--- src/rtl/partition_pkg.sv ---
`default_nettype none
// ============================================================================
// Module   : partition_pkg
// Brief    : Types, field widths and the transition function for the
//            dynamic-partition sequencer.
// Revision : 1.0
// ============================================================================
package partition_pkg;

    localparam int CNT_W = 3;
    localparam int PH_W  = 2;

    typedef struct packed {
        logic             m1;
        logic             m0;
        logic [CNT_W-1:0] b;
        logic [CNT_W-1:0] a;
    } state_t;

    typedef enum logic [1:0] {
        IDLE = 2'd0,
        RUN  = 2'd1,
        DONE = 2'd2
    } ctrl_state_e;

    // Phase walks the Johnson ring 00->01->11->10; odd-parity phases bump b.
    function automatic state_t next_state(input state_t s);
        state_t          n;
        logic [PH_W-1:0] ph;
        n  = s;
        ph = {s.m1, s.m0};
        if (^ph) begin
            n.b = s.b + CNT_W'(1);
        end else begin
            n.a = s.a + CNT_W'(1);
        end
        n.m0 = ~ph[1];
        n.m1 = ph[0];
        return n;
    endfunction

endpackage
`default_nettype wire

--- src/rtl/partition_hist_cam.sv ---
`default_nettype none
// ============================================================================
// Module   : partition_hist_cam
// Brief    : History of visited states with single write port, bulk clear and
//            a parallel compare reporting the lowest matching slot.
// Revision : 1.0
// ============================================================================
module partition_hist_cam
    import partition_pkg::*;
#(
    parameter int DEPTH = 16,
    parameter int IDX_W = (DEPTH > 1) ? $clog2(DEPTH) : 1
) (
    input  logic             clk,
    input  logic             rst,
    input  logic             clear,
    input  logic             wr_en,
    input  logic [IDX_W-1:0] wr_idx,
    input  state_t           wr_data,
    input  state_t           cmp_key,
    output logic             hit,
    output logic [IDX_W-1:0] hit_idx
);

    state_t             r_mem [DEPTH];
    logic [DEPTH-1:0]   r_valid;
    logic [DEPTH-1:0]   w_match;

    // A clear and a write in the same cycle leave only the written slot valid.
    always_ff @(posedge clk) begin
        if (rst) begin
            r_valid <= '0;
        end else begin
            if (clear) begin
                r_valid <= '0;
            end
            if (wr_en) begin
                r_valid[wr_idx] <= 1'b1;
            end
        end
    end

    always_ff @(posedge clk) begin
        if (wr_en) begin
            r_mem[wr_idx] <= wr_data;
        end
    end

    generate
        for (genvar gi = 0; gi < DEPTH; gi++) begin : g_cmp
            assign w_match[gi] = r_valid[gi] && (r_mem[gi] == cmp_key);
        end
    endgenerate

    assign hit = |w_match;

    // Descending scan so the lowest matching slot is the last one written.
    always_comb begin
        hit_idx = '0;
        for (int i = DEPTH - 1; i >= 0; i--) begin
            if (w_match[i]) begin
                hit_idx = IDX_W'(i);
            end
        end
    end

endmodule
`default_nettype wire

--- src/rtl/partition_fixpoint_ctrl.sv ---
`default_nettype none
// ============================================================================
// Module   : partition_fixpoint_ctrl
// Brief    : Steps the partition transition from a loaded state until a state
//            repeats or the history fills, then offers the verdict on valid/ready.
// Revision : 1.0
// ============================================================================
module partition_fixpoint_ctrl
    import partition_pkg::*;
#(
    parameter int DEPTH  = 16,
    parameter int STEP_W = $clog2(DEPTH) + 1,
    parameter int IDX_W  = (DEPTH > 1) ? $clog2(DEPTH) : 1
) (
    input  logic              clk,
    input  logic              rst,
    input  logic              start,
    output logic              start_ready,
    input  logic [7:0]        init_state,
    input  logic              hold,
    input  logic              abort,
    output logic              busy,
    output logic [7:0]        cur_state,
    output logic              done_valid,
    input  logic              done_ready,
    output logic              found,
    output logic [STEP_W-1:0] steps,
    output logic [IDX_W-1:0]  match_idx
);

    localparam logic [STEP_W-1:0] c_depth = STEP_W'(DEPTH);

    ctrl_state_e       r_state;
    ctrl_state_e       w_state_nx;
    state_t            r_cur;
    state_t            w_nxt;
    logic [STEP_W-1:0] r_count;
    logic [STEP_W-1:0] r_steps;
    logic              r_found;
    logic [IDX_W-1:0]  r_match_idx;

    logic              w_hit;
    logic [IDX_W-1:0]  w_hit_idx;
    logic              w_cam_clear;
    logic              w_cam_we;
    logic [IDX_W-1:0]  w_cam_widx;
    state_t            w_cam_wdata;
    logic              w_accept;
    logic              w_advance;
    logic              w_exhaust;

    assign w_nxt     = next_state(r_cur);
    assign w_exhaust = (r_count == c_depth);

    partition_hist_cam #(
        .DEPTH (DEPTH),
        .IDX_W (IDX_W)
    ) u_hist (
        .clk     (clk),
        .rst     (rst),
        .clear   (w_cam_clear),
        .wr_en   (w_cam_we),
        .wr_idx  (w_cam_widx),
        .wr_data (w_cam_wdata),
        .cmp_key (w_nxt),
        .hit     (w_hit),
        .hit_idx (w_hit_idx)
    );

    always_ff @(posedge clk) begin
        if (rst) begin
            r_state <= IDLE;
        end else begin
            r_state <= w_state_nx;
        end
    end

    // Abort outranks hold and any decision; a hit outranks exhaustion.
    always_comb begin
        w_state_nx  = r_state;
        w_cam_clear = 1'b0;
        w_cam_we    = 1'b0;
        w_cam_widx  = r_count[IDX_W-1:0];
        w_cam_wdata = w_nxt;
        w_accept    = 1'b0;
        w_advance   = 1'b0;
        case (r_state)
            IDLE: begin
                if (start) begin
                    w_accept    = 1'b1;
                    w_state_nx  = RUN;
                    w_cam_clear = 1'b1;
                    w_cam_we    = 1'b1;
                    w_cam_widx  = '0;
                    w_cam_wdata = state_t'(init_state);
                end
            end
            RUN: begin
                if (abort) begin
                    w_state_nx  = IDLE;
                    w_cam_clear = 1'b1;
                end else if (!hold) begin
                    w_advance = 1'b1;
                    if (w_hit || w_exhaust) begin
                        w_state_nx = DONE;
                    end else begin
                        w_cam_we = 1'b1;
                    end
                end
            end
            DONE: begin
                if (done_ready) begin
                    w_state_nx = IDLE;
                end
            end
            default: begin
                w_state_nx = IDLE;
            end
        endcase
    end

    always_ff @(posedge clk) begin
        if (rst) begin
            r_cur       <= '0;
            r_count     <= '0;
            r_steps     <= '0;
            r_found     <= 1'b0;
            r_match_idx <= '0;
        end else if (w_accept) begin
            r_cur       <= state_t'(init_state);
            r_count     <= STEP_W'(1);
            r_steps     <= '0;
            r_found     <= 1'b0;
            r_match_idx <= '0;
        end else if (w_advance) begin
            r_steps <= r_steps + STEP_W'(1);
            if (w_hit) begin
                r_found     <= 1'b1;
                r_match_idx <= w_hit_idx;
            end else if (w_exhaust) begin
                r_found     <= 1'b0;
                r_match_idx <= '0;
            end else begin
                r_cur   <= w_nxt;
                r_count <= r_count + STEP_W'(1);
            end
        end
    end

    assign start_ready = (r_state == IDLE);
    assign busy        = (r_state == RUN);
    assign done_valid  = (r_state == DONE);
    assign cur_state   = r_cur;
    assign found       = r_found;
    assign steps       = r_steps;
    assign match_idx   = r_match_idx;

endmodule
`default_nettype wire
--- config.mk ---
export PLATFORM = sky130hd
export DESIGN_NAME = partition_fixpoint_ctrl
export DESIGN_NICKNAME = d
export VERILOG_FILES = /design/src/rtl/partition_pkg.sv /design/src/rtl/partition_hist_cam.sv /design/src/rtl/partition_fixpoint_ctrl.sv
export SDC_FILE = /design/constraint.sdc
export NUM_CORES = 1
export LEC_CHECK = 0
export ABC_CLOCK_PERIOD_IN_PS = 5600
export BUFFER_PORTS_ARGS = -buffer_cell sky130_fd_sc_hd__buf_2
export CAP_MARGIN = 25
export CELL_PAD_IN_SITES_DETAIL_PLACEMENT = 0
export CELL_PAD_IN_SITES_GLOBAL_PLACEMENT = 1
export CORE_MARGIN = 2
export CORE_UTILIZATION = 51
export DETAILED_ROUTE_END_ITERATION = 10
export PLACE_DENSITY = 0.79
export SETUP_SLACK_MARGIN = 0.2
export SYNTH_ARGS = -nofsm -noshare
export SYNTH_HDL_FRONTEND = slang
export SYNTH_HIERARCHICAL = 1
export SYNTH_SLANG_ARGS = --single-unit
--- constraint.sdc ---
create_clock -name clk -period 5.6 [get_ports clk]
set_input_delay 0.28 -clock clk [delete_from_list [all_inputs] [get_ports clk]]
set_output_delay 0.28 -clock clk [all_outputs]
set_load 0.1 [all_outputs]
# Word-level counts from Yosys, hierarchy flattened

Memories as Yosys holds them, arrays and structs flattened.
Cells that the tools add are included.

Bits in registers: 41
Memory bits (writable): 128
Output and inout port bits: 21
Logic and storage cells: 133
Memories: 1

Memories:

| name         | depth | width | rd ports | clocked after memory_dff | write ports | line                     | text |
|---|---|---|---|---|---|---|---|
| u_hist.r_mem | 16    | 8     | 16       | 0                        | 1           | partition_hist_cam.sv:25 | `state_t r_mem [DEPTH];` |

$add $sub $neg: 4
Order comparisons: 2
Eq/ne operators: 25
Muxes and demuxes: 58
Bitwise gates (word level): 4
Reductions and logical operators: 28

Operator list:

| operator              | number |
|---|---|
| $eq A8 B8 Y1          | 16 |
| $mux W4               | 20 |
| $mux W16              | 3 |
| $mux W8               | 6 |
| $mux W1               | 18 |
| $logic_and A1 B1 Y1   | 17 |
| $or A16 B16 Y16       | 1 |
| $reduce_or A16 Y1     | 1 |
| $add A5 B1 Y5 const B | 2 |
| $mux W2               | 5 |
| $add A3 B1 Y3 const B | 2 |
| $mux W3               | 2 |
| $pmux W2 S3           | 1 |
| $reduce_and A3 Y1     | 2 |
| $eq A5 B5 Y1 const B  | 1 |
| $lt A4 B5 Y1 const B  | 1 |
| $demux W1 S4          | 1 |
| $ge A4 B1 Y1 const B  | 1 |
| $ne A2 B1 Y1 const B  | 2 |
| $ne A2 B2 Y1 const B  | 2 |
| $pmux W1 S2           | 2 |
| $reduce_and A4 Y1     | 1 |
| $reduce_bool A2 Y1    | 2 |
| $ne A3 B2 Y1 const B  | 1 |
| 9 further kinds       | 11 |

# Longest topological paths before layout

Depth in word-level cells: 21
Gate-level depth with buffers: 16
Depth with buffers taken out: 15

# By module

The synthesis kept the hierarchy.

By module, submodules not included:

| module                  | instances | cells each | area each (µm²) | seq. area each (µm²) |
|---|---|---|---|---|
| partition_hist_cam      | 1         | 441        | 6247.2          | 4164.0 |
| partition_fixpoint_ctrl | 1         | 159        | 1382.6          | 500.5 |

# Worst setup path after synthesis

Ideal clock, no wire load.

Path kind: reg2reg
Start point: register r_cur (netlist bit cur_state[7])
End point: memory u_hist/r_mem[0][0] (netlist name), enable pin
Arrival time: 4.881 ns
Required time: 5.214 ns
Path slack: 0.333 ns
Cell stages (with the launch flop): 14
Path buffers: 2
Period minus slack after synthesis: 5.267 ns
Cells stage by stage: dfxtp_1 -> xor2_1 -> mux2_2 -> buf_6 -> buf_6 -> xnor2_1 -> nand4_1 -> nor3_1 -> or3_1 -> nor3_1 -> nand3_1 -> o31ai_4 -> or3b_2 -> nor3_1

RTL lines:

| element                | line                           | text |
|---|---|---|
| from (decl)            | partition_fixpoint_ctrl.sv:35  | `state_t r_cur;` |
| from (signal assigned) | partition_fixpoint_ctrl.sv:130 | `r_cur <= state_t'(init_state);` |
| from (signal assigned) | partition_fixpoint_ctrl.sv:144 | `r_cur <= w_nxt;` |
| to (decl)              | partition_hist_cam.sv:25       |  |

==> out/results.tsv <==
stage	metric	value	unit
power	seqPwrFrac	46.9	%
power	p_per_area	349	nW/µm²
detailed_routing	ant_nets	0	
clocking	cts_setup_buffers	0	
detailed_routing	drc	0	
synth	async_flop_share	0	%
detailed_routing	avgViaCountPerCell	5.64	
synth	synth_cell_types	50	
global_routing	grt_remaining_overflow	0	
timing	slew_headroom	30.2	%
power	vdd_drop_max	0.252	mV
final_layout	layout_common_cells	edfxtp_1 (128), xnor2_1 (95), nor2_1 (48)	
global_routing	grt_max_degree	28	
synth	syn_area	7630	µm²
clocking	clockBufferDepth	2	
timing	finalSetupTns	0	ps
critical_path	critPathRequiredTime	5670	ps
detailed_routing	wirelength	17400	µm
synth	syn_inst	600	
global_routing	grt_pass1_vias	4681	
clocking	cts_num_sinks	169	
floorplan	fp-row-count	44	
power	switching_power	0.802	mW
power	sw_frac_of_total	26.8	%
final_layout	multi_input_area	2790	µm²
clocking	cts_max_level	4	
timing	fin_skew	8.36	ps
floorplan	die_h	126	µm
timing	setup_violations	0	
critical_path	setup.worst_path.start_class	register	
synth	syn_avg_cell_area	12.7	µm²
power	p_comb_share	14.9	%
timing	fin_crit	5050	ps
power	internal-power	2.19	mW
timing	period_share	90.1	%
global_routing	antenna_found_initial	0	
critical_path	worstPathArrival	5120	ps
final_layout	n_fill_cell	1180	
placed_design	dp_hpwl	11100	µm
final_layout	drive_above_1_share	17.1	%
min_path	whs_path_depth	3	
global_routing	track_usage	22.9	%
floorplan	dieArea	16000	µm²
floorplan	core_area	14600	µm²
timing	tightestPinTransition	1050	ps
placed_design	placed_cell_area	7990	µm²
clocking	clk_latency	430	ps
critical_path	end_kind	register	
floorplan	die_w	126	µm
synth	yosysSeqAreaShare	61.1	%
floorplan	start_util	52.3	%
final_layout	layout_commonest_cell	edfxtp_1	
final_layout	seqCellArea	4660	µm²
timing	clock.fmax	198	MHz
critical_path	worst-setup-path-type	reg2reg	
final_layout	design_area	8580	µm²
detailed_routing	drt_iter0_drc	408	
clocking	cts_tree	built	
clocking	cts_made_buffers	17	
detailed_routing	firstDrtPassIters	5	
synth	syn-num-nets	619	
synth	yosys_most_used_dff	edfxtp_1	
detailed_routing	wl_per_cell	20.7	µm
min_path	hp-class	in2reg	
synth	ys_warn_count	6	
final_layout	syn2layout_area_growth	12.5	%
timing	rsz0062_at_grt	yes	
critical_path	crit_fanout	17	
placed_design	gp_congestion	0.845	
timing	hold_viol_final	0	
clocking	cts.reportedPaths.clkPinSlew	60	ps
global_routing	grt_pass1_wl	27200	µm
synth	synth_edf_count	128	
flow_run	drv_cap	0	
final_layout	layout.nets	661	
power	leakagePower	2.98	nW
clocking	cts_hold_buf	0	
floorplan	io_pins	35	
clocking	cts_root_buf	clkbuf_16	
power	pwr-share-clk	38.2	%
final_layout	antenna_cells	0	
outcome	status	finished clean	
detailed_routing	num_vias	4734	
placed_design	port_buffers	34	
timing	drv_slew	0	
critical_path	r2r.worst_path.cells	14	
synth	synth_seq_cells	169	
worst max-delay path: stages, from the launching register on:
cell,delay (ps)
dfxtp_1,450
xor2_1,540
nand2_1,180
xnor2_2,150
buf_4,370
xor2_1,190
nor4_1,70
nand4_1,110
nand2b_1,80
or3_1,340
nor3_1,280
nand3_1,430
o31ai_4,520
or3b_2,560
nor2_2,390
path summary, 6_finish.rpt:
kind,startpoint,endpoint,slack (ps)
setup / recovery,cur_state[7],u_hist/r_mem[2][1],550
hold / removal,init_state[1],cur_state[1],80
setup reg to reg,cur_state[7],u_hist/r_mem[2][1],550
hold reg to reg,u_hist/r_valid[4],u_hist/r_valid[4],460
metrics by stage:
step	power, mW	instances	setup slack, ps	hold slack (ps)	utilization [%]
after floorplan	1.76	600	333	349	-
after CTS	3.01	839	417	62.4	58.7
after detailed placement	1.87	807	409	451	54.8
after global routing	3.10	839	180	73.6	58.8
final	3.00	839	554	80.7	58.8
after global placement	1.87	807	573	451	54.8
cells by family after synthesis:
| logic type | share of synthesized area (%) |
|---|---|
| multiplexers | 0.968 |
| adder cells (fa/ha/maj) | 0.820 |
| buffers and inverters | 3.02 |
| AND/OR/NAND/NOR | 13.5 |
| flip-flops | 61.1 |
| XOR/XNOR | 16.2 |
| AO/OA/AOI/OAI | 4.38 |
cell type report:
class                      count  area share, %
clock buffer                  18           5.00
tap                          184           2.68
clock inverter                14           1.71
timing repair buffer          49           3.29
sequential                   169           54.3
inverter                      12          0.525
multi-input combinational    393           32.4
synth_stat cells, drive strengths merged (4+ instances only):
cell	count	area, µm²
dfxtp	41	821
a211oi	4	30.0
clkbuf	7	26.3
xor2	42	368
a21oi	20	104
nand2b	7	43.8
ha	5	62.6
nand3	15	75.1
nor2	56	210
xnor2	99	867
nand2	30	113
a21o	4	30.0
inv	12	45.0
nor3	23	138
mux2i	4	40.0
buf	19	159
edfxtp	128	3840
nand4	17	106
o21ai	5	25.0
nor2b	7	51.3
a22oi	4	30.0
nor4	12	106
sequential cells by signal (all words and copies together), names as in the netlist:
name	cells
u_hist/r_mem	128
u_hist/r_valid	16
cur_state	8
r_count	5
steps	5
match_idx	4
r_state	2
found	1
layer usage:
metal  GRT usage, %  vias up  wire length (µm)
met5              0        -                 0
met4           6.40        0               296
met3           5.02       25               859
met2           36.6      142              8430
met1           31.9     2370              7820
li1               -     2197                 -
power groups by stage:
| stage | clock (mW) | sequential, mW | combinational (mW) |
|---|---|---|---|
| 2_1_floorplan | 0 | 1.46 | 0.295 |
| 3_3_place_gp | 0 | 1.43 | 0.437 |
| 3_5_place_dp | 0 | 1.43 | 0.441 |
| 6_report | 1.14 | 1.41 | 0.445 |
| 5_1_grt | 1.21 | 1.41 | 0.475 |
| 4_1_cts | 1.16 | 1.41 | 0.444 |
what timing repair did:
action                                  4_1_cts  5_1_grt
endpoints found under the hold margin         0        0
resized for setup                             0        6
endpoints found under the setup margin        0       52
Power figures use the tool's default switching activity.
